<file path="src/rtl/gemm_ctrl_pkg.sv">
// gemm_ctrl_pkg: controller state encoding, MAC array tile geometry and tile-count helper.
package gemm_ctrl_pkg;
   typedef enum logic [2:0] {IDLE, COMPUTE, DRAIN, WRITE, DONE} ctrl_state_e;
   localparam int unsigned RowPar = 4;
   localparam int unsigned ColPar = 16;
   function automatic logic [31:0] ceil_div(input logic [31:0] a, input logic [31:0] b);
      return a / b + 32'(a % b != 0);
   endfunction
endpackage

</file>
<file path="src/rtl/gemm_addr_gen.sv">
// gemm_addr_gen: k/mt/nt loop counters and running SRAM address bases for the tile walk.
module gemm_addr_gen #(
   parameter int unsigned AddrWidth = 12,
   parameter int unsigned SizeAddrWidth = 32,
   parameter int unsigned RowPar = 4,
   parameter int unsigned ColPar = 16
) (
   input logic clk,
   input logic rst,
   input logic clear,
   input logic step_k,
   input logic step_tile,
   input logic [SizeAddrWidth-1:0] m_size,
   input logic [SizeAddrWidth-1:0] k_size,
   input logic [SizeAddrWidth-1:0] n_size,
   output logic [AddrWidth-1:0] a_addr,
   output logic [AddrWidth-1:0] b_addr,
   output logic [AddrWidth-1:0] c_addr,
   output logic k_first,
   output logic k_last,
   output logic tile_last
);
   import gemm_ctrl_pkg::*;
   localparam logic [SizeAddrWidth-1:0] SOne = 1;
   localparam logic [AddrWidth-1:0] AOne = 1;
   logic [SizeAddrWidth-1:0] k_len, k, mt, nt, mt_last, nt_last;
   logic [AddrWidth-1:0] a_base, b_base, c_cnt, k_step;
   logic nt_wrap;
   assign k_step = k_len[AddrWidth-1:0];
   assign nt_wrap = nt == nt_last;
   assign k_first = k == '0;
   assign k_last = k == k_len - SOne;
   assign tile_last = nt_wrap && mt == mt_last;
   assign a_addr = a_base + k[AddrWidth-1:0];
   assign b_addr = b_base + k[AddrWidth-1:0];
   assign c_addr = c_cnt;
   // sizes are latched once per run so later changes on the size inputs are ignored
   always_ff @(posedge clk) begin
      if (rst || clear) begin
         k_len <= rst ? '0 : k_size;
         mt_last <= rst ? '0 : SizeAddrWidth'(ceil_div(32'(m_size), RowPar) - 32'd1);
         nt_last <= rst ? '0 : SizeAddrWidth'(ceil_div(32'(n_size), ColPar) - 32'd1);
         k <= '0;
         mt <= '0;
         nt <= '0;
         a_base <= '0;
         b_base <= '0;
         c_cnt <= '0;
      end else begin
         if (step_k) k <= k_last ? '0 : k + SOne;
         if (step_tile) begin
            nt <= nt_wrap ? '0 : nt + SOne;
            mt <= nt_wrap ? mt + SOne : mt;
            a_base <= nt_wrap ? a_base + k_step : a_base;
            b_base <= nt_wrap ? '0 : b_base + k_step;
            c_cnt <= c_cnt + AOne;
         end
      end
   end
endmodule

</file>
<file path="src/rtl/gemm_tile_controller.sv">
// gemm_tile_controller: walks an MxKxN GeMM in RowPar x ColPar output tiles,
// issuing SRAM A/B reads, MAC valid/clear and one C write per tile.
module gemm_tile_controller #(
   parameter int unsigned AddrWidth = 12,
   parameter int unsigned SizeAddrWidth = 32,
   parameter int unsigned RowPar = 4,
   parameter int unsigned ColPar = 16
) (
   input logic clk_i,
   input logic rst_i,
   input logic start_i,
   input logic [SizeAddrWidth-1:0] M_size_i,
   input logic [SizeAddrWidth-1:0] K_size_i,
   input logic [SizeAddrWidth-1:0] N_size_i,
   output logic [AddrWidth-1:0] sram_a_addr_o,
   output logic [AddrWidth-1:0] sram_b_addr_o,
   output logic [AddrWidth-1:0] sram_c_addr_o,
   output logic sram_c_we_o,
   output logic mac_valid_o,
   output logic mac_clear_o,
   output logic busy_o,
   output logic done_o
);
   import gemm_ctrl_pkg::*;
   ctrl_state_e state, next;
   logic clear, step_k, step_tile, k_first, k_last, tile_last, issue, zero_size, valid_q, clear_q;
   logic [AddrWidth-1:0] a_addr, b_addr, c_addr;
   assign issue = state == COMPUTE;
   assign zero_size = M_size_i == '0 || K_size_i == '0 || N_size_i == '0;
   gemm_addr_gen #(
      .AddrWidth(AddrWidth),
      .SizeAddrWidth(SizeAddrWidth),
      .RowPar(RowPar),
      .ColPar(ColPar)
   ) u_addr_gen (
      .clk(clk_i),
      .rst(rst_i),
      .clear(clear),
      .step_k(step_k),
      .step_tile(step_tile),
      .m_size(M_size_i),
      .k_size(K_size_i),
      .n_size(N_size_i),
      .a_addr(a_addr),
      .b_addr(b_addr),
      .c_addr(c_addr),
      .k_first(k_first),
      .k_last(k_last),
      .tile_last(tile_last)
   );
   // valid/clear trail the issue cycle by the one-cycle SRAM read latency
   always_ff @(posedge clk_i) begin
      state <= rst_i ? IDLE : next;
      valid_q <= !rst_i && issue;
      clear_q <= !rst_i && issue && k_first;
   end
   always_comb begin
      next = state;
      clear = 1'b0;
      step_k = 1'b0;
      step_tile = 1'b0;
      case (state)
         IDLE: begin
            clear = start_i;
            next = !start_i ? IDLE : zero_size ? DONE : COMPUTE;
         end
         COMPUTE: begin
            step_k = 1'b1;
            next = k_last ? DRAIN : COMPUTE;
         end
         DRAIN: next = WRITE;
         WRITE: begin
            step_tile = 1'b1;
            next = tile_last ? DONE : COMPUTE;
         end
         DONE: next = IDLE;
         default: next = IDLE;
      endcase
   end
   assign sram_a_addr_o = issue ? a_addr : '0;
   assign sram_b_addr_o = issue ? b_addr : '0;
   assign sram_c_we_o = state == WRITE;
   assign sram_c_addr_o = sram_c_we_o ? c_addr : '0;
   assign mac_valid_o = valid_q;
   assign mac_clear_o = clear_q;
   assign busy_o = state != IDLE;
   assign done_o = state == DONE;
endmodule

</file>
<file path="config.mk">
export PLATFORM = sky130hd
export DESIGN_NAME = gemm_tile_controller
export DESIGN_NICKNAME = d
export VERILOG_FILES = /design/src/rtl/gemm_ctrl_pkg.sv /design/src/rtl/gemm_addr_gen.sv /design/src/rtl/gemm_tile_controller.sv
export SDC_FILE = /design/constraint.sdc
export NUM_CORES = 1
export LEC_CHECK = 0
export BUFFER_PORTS_ARGS = -buffer_cell sky130_fd_sc_hd__buf_2
export CORE_MARGIN = 2
export CORE_UTILIZATION = 35
export DETAILED_ROUTE_END_ITERATION = 16
export SYNTH_ARGS = -nofsm -noshare
export SYNTH_HDL_FRONTEND = slang
export SYNTH_SLANG_ARGS = --single-unit
</file>
<file path="constraint.sdc">
create_clock -name clk_i -period 6.2 [get_ports clk_i]
set_input_delay 0.93 -clock clk_i [delete_from_list [all_inputs] [get_ports clk_i]]
set_output_delay 0.93 -clock clk_i [all_outputs]
set_load 0.05 [all_outputs]
</file>
==> results of run 1 <==
routing by layer:
layer  vias up  routed length (um)
li1       6964                   -
met5         -                   0
met4         0                1146
met1      6553               20040
met2       287               20660
met3        74                1699
worst max-delay path: stages (launching register included):
cell	delay, ps
dfxtp_1	670
ha_1	340
a21o_1	150
a21oi_1	220
nor2b_1	70
o21a_1	190
o41ai_1	400
o21ai_0	240
a31oi_1	240
mux2i_1	240
buf_2	290
power by group:
part,switching [mW],internal (mW)
sequential,0.0559,1.67
clock,0.632,0.888
combinational,0.265,0.161
metrics by stage:
step / setup WS, ps / utilization, %
2_1_floorplan: 1253 / -
3_3_place_gp: 1427 / 37.74
3_5_place_dp: 1388 / 37.74
4_1_cts: 1602 / 39.51
5_1_grt: 1438 / 39.52
6_report: 1657 / 39.52
registers in the layout (all words and copies together), names as in the netlist, 3 cells and up:
signal / count
state: 3
u_addr_gen.a_base: 12
u_addr_gen.b_base: 12
u_addr_gen.c_addr: 12
u_addr_gen.k: 32
u_addr_gen.k_len: 32
u_addr_gen.mt: 32
u_addr_gen.mt_last: 32
u_addr_gen.nt: 32
u_addr_gen.nt_last: 32
cell families (layout without fill, tap and decap cells):
group	after synthesis	after routing	synth area share (%)
simple gates	898	898	29.27
buf+inv	127	226	3.322
fa+ha+maj	60	60	4.766
other cells	0	1	0
xor+xnor	312	312	16.68
flops	233	233	34.34
compound gates	251	251	10.29
mux	21	21	1.344
cells in the final DEF, fill, tap and decap left out, drive strengths merged, types with 18 or more instances in the layout:
cell	n
dfxtp	137
or3	35
nor2	236
and4	18
a21o	22
inv	36
nor3	94
and2	26
nand2	126
nor2b	44
nand3	89
ha	56
nand4	55
xor2	170
nor4	55
a21oi	86
and3	46
clkbuf	29
o21ai	41
xnor2	142
edfxtp	96
buf	145
final timing paths:
path,endpoint,cells past startpoint,start
setup / recovery,sram_a_addr_o[11],10,u_addr_gen.k[1]$_SDFFE_PP0P_
hold / removal,u_addr_gen.a_base[5]$_SDFFE_PP0P_,2,u_addr_gen.a_base[5]$_SDFFE_PP0P_
setup reg to reg,u_addr_gen.k[20]$_SDFFE_PP0P_,10,u_addr_gen.k_len[1]$_SDFFCE_PP0P_
hold reg to reg,u_addr_gen.a_base[5]$_SDFFE_PP0P_,2,u_addr_gen.a_base[5]$_SDFFE_PP0P_
area by class of cell:
| class | count | area [sq um] |
|---|---|---|
| sequential | 233 | 5625 |
| tap | 607 | 759.5 |
| clock buffer | 29 | 661.9 |
| inverter | 35 | 136.4 |
| clock inverter | 17 | 161.4 |
| fill | 4646 | 28040 |
| multi-input combinational | 1542 | 10230 |
| timing repair buffer | 145 | 743.2 |
| antenna | 1 | 2.502 |
==> results by group, run 1 <==
Timing
  – Period utilization: 73.27%
  – Final hold slack: 497.3 ps
  – Hold Vio Cnt, Final: 0
  – Worst-margin pin slew: 1306 ps
  – Unrepaired setup endpoints after global routing: false
  – Tmin final: 4543 ps
  – Pins Over Slew Limit: 0
  – Clock Skews: 27.93 ps
  – Fmax: 220.1 MHz
  – Slew HR: 12.67%
  – Setup violations, final: 0
  – Setup tns final: 0 ps

Global route
  – GRT Total Usage: 17.59%
  – Grt ovf: 0
  – Met3 Use GR: 1.938%
  – Largest net degree at the start of global routing: 102
  – Global-route wire length before repair: 69.24 mm
  – Met1 Use GR: 23.64%
  – Antenna violations before repair: 1
  – Number of global-route vias before repair: 12990
  – Met2 Resource Use GR: 29.43%
  – Layer with the highest usage: met2

Flow run
  – Max-cap viol count: 0

Worst setup path
  – Setup CP Type: flop to primary output
  – Critical Path Fanout Max: 9
  – Worst path arrival time: 3610 ps
  – Crit end category: primary output
  – Worst EP required: 5270 ps
  – Crit start category: flop
  – Worst reg-to-reg setup slack: 1970 ps

Min path
  – Worst hold path class: flop to flop

Floorplanning
  – Core Region: 0.04636 sq mm
  – Die footprint: 0.04856 sq mm
  – Row count: 79
  – Io pins: 140
  – Initial Util: 35.34%
  – Die X: 220.4 um
  – Die height: 220.4 um

Placed design
  – DPL Wire Length: 33.17 mm
  – Final GP Congestion: 0.8907
  – PortBufs: 139
  – Placement Cell Area: 0.01749 sq mm
  – Placed instance count: 2562

Synthesis
  – Most used flip-flop cell after synthesis: dfxtp_1
  – Asr flop ratio synth: 0%
  – Yosys top cell by area: edfxtp_1
  – Top-area cell type share of the netlist area: 17.60%
  – Synthesized area per cell: 8.614 sq um
  – Syn Nets: 2061
  – Gate Count Post-Synth: 1902
  – Top cells by count, synth: nor2_1 (235), xor2_1 (170), xnor2_1 (142), dfxtp_1 (137), nand2_1 (126)
  – Top-count cell post-synth: nor2_1
  – Mapped cell area: 0.01638 sq mm
  – Seq/Total Area, Yosys: 34.34%
  – Top cells by area, synth: edfxtp_1 (18%), dfxtp_1 (17%), xor2_1 (9.1%), xnor2_1 (7.6%), nor2_1 (5.4%)
  – Synth cell types: 89
  – Flops & latches, synth: 233
  – Synth Warn #: 0
  – Post-synth EDFFs: 96

Clock network
  – CTS tree: yes
  – Clk buf depth: 3
  – Total CTS buffers: 25
  – Cts hold-fix bufs: 0
  – Postcts setup bufs: 0
  – Worst-path clk slew: 60 ps
  – PostCTS Resize Cnt: 0
  – Clock sinks: 233
  – CTS root buf: clkbuf_16
  – Worst-Skew Late Latency: 550 ps
  – # H-tree levels: 1

Route
  – Via-to-Cell Ratio: 5.319
  – Detailed Route Iter0 Violations: 819
  – Final ANT Viol Nets: 0
  – First drt pass iteration count: 5
  – Via count: 13878
  – DR WL/cell: 16.69 um
  – DRC: 0
  – WL final: 43.54 mm

Final layout
  – Fin nets: 2141
  – Non-Filler Instances: 2609
  – Layout cells sized above 1: 11.89%
  – Final Cell Area: 0.01832 sq mm
  – Area grow syn2layout: 11.82%

Power
  – Pwr dens: 200.3 mW/mm^2
  – Total power draw: 3.670 mW
  – Leakage: 7.017 nW
  – Max VDD drop: 161.0 uV

Run status
  – Outcome: finished clean
Power figures use the tool's default switching activity.
==> run 2: changes to the inputs <==
- clock period: 6.2 -> 3.95 ns (I/O delays scaled with it)
==> results by group, run 2 (synthesis results as in run 1) <==
Power
  – Pwr dens: 322.4 mW/mm^2 (+61%)
  – Leakage: 7.320 nW (+4.3%)
  – Share of power burned in registers: 44.5% (-2.5 points)
  – Comb power frac: 11.6% (about the same)
  – NetSw: 1.541 mW (+62%)
  – Part of the power in the clock network: 43.9% (+2.5 points)
  – Max VDD drop: 288.7 uV (+79%)
  – Sw Share: 25.38% (-0.59 points)
  – Pint: 4.529 mW (+67%)

Clock network
  – Clock sinks: 233 (unchanged)
  – CTS root buf: clkbuf_16
  – Worst-Skew Late Latency: 550 ps (about the same)
  – Clk buf depth: 3 (unchanged)
  – CTS tree: yes
  – # H-tree levels: 1 (unchanged)
  – Cts hold-fix bufs: 0 (unchanged)
  – Total CTS buffers: 26 (+4.0%)
  – Postcts setup bufs: 0 (unchanged)
  – Worst-path clk slew: 60 ps (about the same)

Timing
  – Period utilization: 95.08%
  – Slew HR: 35.98% (+23 points)
  – Worst-margin pin slew: 958.0 ps (-347.7 ps)
  – Hold Vio Cnt, Final: 0 (unchanged)
  – Setup violations, final: 0 (unchanged)
  – Setup tns final: 0 ps (unchanged)
  – Clock Skews: 29.35 ps (+1.423 ps)
  – Pins Over Slew Limit: 0 (unchanged)
  – Tmin final: 3756 ps
  – Final WS setup: 194.4 ps (-1463 ps)
  – Unrepaired setup endpoints after global routing: false
  – Fmax: 266.3 MHz

Final layout
  – Most common cell after layout, fill and taps aside: nor2_1
  – Final core utilization: 40.61% (+1.1 points)
  – Fin nets: 2188 (+2.2%)
  – Layout cells sized above 1: 14.45% (+2.6 points)
  – Area grow syn2layout: 14.92%
  – Final Cell Area: 0.01883 sq mm (+2.8%)
  – Number of fill cells in the layout: 4656 (+0.22%)
  – ANT cells: 0 (-1)
  – Most frequent cells in the layout: nor2_1 (235), xor2_1 (170), xnor2_1 (142)

Route
  – WL final: 44.26 mm (+1.7%)
  – Via-to-Cell Ratio: 5.262 (-1.1%)
  – Final ANT Viol Nets: 0 (unchanged)
  – Detailed Route Iter0 Violations: 801 (-2.2%)
  – DR WL/cell: 16.67 um (-0.14%)
  – Via count: 13976 (+0.71%)
  – First drt pass iteration count: 5 (unchanged)
  – DRC: 0 (unchanged)

Global route
  – GRT Total Usage: 17.92% (+0.33 points)
  – Number of global-route vias before repair: 13214 (+1.7%)
  – Largest net degree at the start of global routing: 97 (-4.9%)
  – Global-route wire length before repair: 70.57 mm (+1.9%)
  – Grt ovf: 0 (unchanged)
  – Antenna violations before repair: 0 (-1)

Worst setup path
  – Worst r2r path cells: 9 (-1)
  – Crit end category: primary output
  – Crit start category: flop
  – Worst EP required: 3360 ps (-1910 ps)
  – Worst path arrival time: 3160 ps (-450 ps)
  – Setup CP Type: flop to primary output
  – Critical Path Fanout Max: 8 (-1)

Min path
  – Worst hold path class: input pin to flop
  – Worst hold path cell count: 2 (unchanged)

Placed design
  – Final GP Congestion: 0.9127 (+2.5%)
  – Placement Cell Area: 0.01785 sq mm (+2.1%)
  – PortBufs: 139 (unchanged)
  – DPL Wire Length: 33.95 mm (+2.3%)
  – Post-Place Worst Slack: -71.27 ps (-1460 ps)

Floorplanning
  – Die X: 220.4 um (unchanged)
  – Die footprint: 0.04856 sq mm (unchanged)
  – Initial Util: 35.34% (unchanged)
  – Die height: 220.4 um (unchanged)
  – Core Region: 0.04636 sq mm (unchanged)
  – Row count: 79 (unchanged)
  – Io pins: 140 (unchanged)

Flow run
  – Max-cap viol count: 0 (unchanged)

Run status
  – Outcome: finished clean
[run 2: changes by cell type in the layout (fill, tap and decap cells not counted), moves of 2 or more]
| cell | previous run | this run |
|---|---|---|
| clkinv_2 | 3 | 5 |
| clkinv_1 | 7 | 2 |
| buf_2 | 138 | 135 |
| bufinv_16 | 3 | 6 |
| clkinvlp_4 | 1 | 4 |
| dfxtp_1 | 137 | 135 |
| dfxtp_2 | 0 | 2 |
| buf_4 | 7 | 53 |
| clkbuf_4 | 0 | 2 |
[run 2: repair_timing]
| action | in CTS | in global routing |
|---|---|---|
| gates cloned | 0 | 0 |
| gates resized for setup | 1 | 8 |
| endpoints found under the setup margin | 1 | 3 |
[run 2: power by group through the flow]
stage                     Clock (mW)  Combinational, mW  Sequential [mW]
after floorplan                    0              0.480             2.72
after global placement             0              0.697             2.75
after detailed placement           0              0.705             2.75
after CTS                       2.75              0.709             2.70
after global routing            2.82              0.778             2.71
final                           2.66              0.706             2.70
[run 2: layer usage]
metal  share of wire, %  track usage (%)  vias up
met4                2.2            4.676        0
li1                   -                -     7063
met5                  0                0        -
met1                 45            23.50     6545
met2                 49            31.57      303
met3                4.0            1.581       65
[run 2: cell type report]
type / count / area, sq um / area share (%)
Tap cell: 607 / 759.5 / 4.034
Inverter: 35 / 136.4 / 0.7244
Clock inverter: 19 / 260.3 / 1.382
Timing Repair Buffer: 191 / 1109 / 5.888
Multi-Input combinational cell: 1542 / 10250 / 54.45
Sequential cell: 233 / 5628 / 29.89
Clock buffer: 29 / 683.2 / 3.629
[run 2: worst paths after layout]
kind | startpoint | to | slack [ps]
min reg2reg | u_addr_gen.b_base[3]$_SDFFE_PP0P_ | u_addr_gen.b_base[3]$_SDFFE_PP0P_ | 490
max reg2reg | u_addr_gen.k_len[7]$_SDFFCE_PP0P_ | u_addr_gen.k[18]$_SDFFE_PP0P_ | 370
min | K_size_i[24] | u_addr_gen.k_len[24]$_SDFFCE_PP0P_ | 350
max | u_addr_gen.k[0]$_SDFFE_PP0P_ | sram_b_addr_o[10] | 190
[run 2: critical path: stages (launching register included)]
cell and delay [ps]:
dfxtp_2 390, ha_1 230, fa_1 400, a21o_1 180, a21o_1 200, a21o_1 180, a21oi_1 220, o21a_1 190
o21ai_0 110, xnor2_1 200, nor2_1 60, clkbuf_4 250
[run 2: metrics by stage]
stage	std cells	power [mW]	hold WS, ps
after floorplan	1902	3.205	453.5
after global routing	2656	6.306	346.7
final	2656	6.070	352.2
after CTS	2656	6.157	326.8
after global placement	2608	3.448	478.8
after detailed placement	2608	3.458	483.9
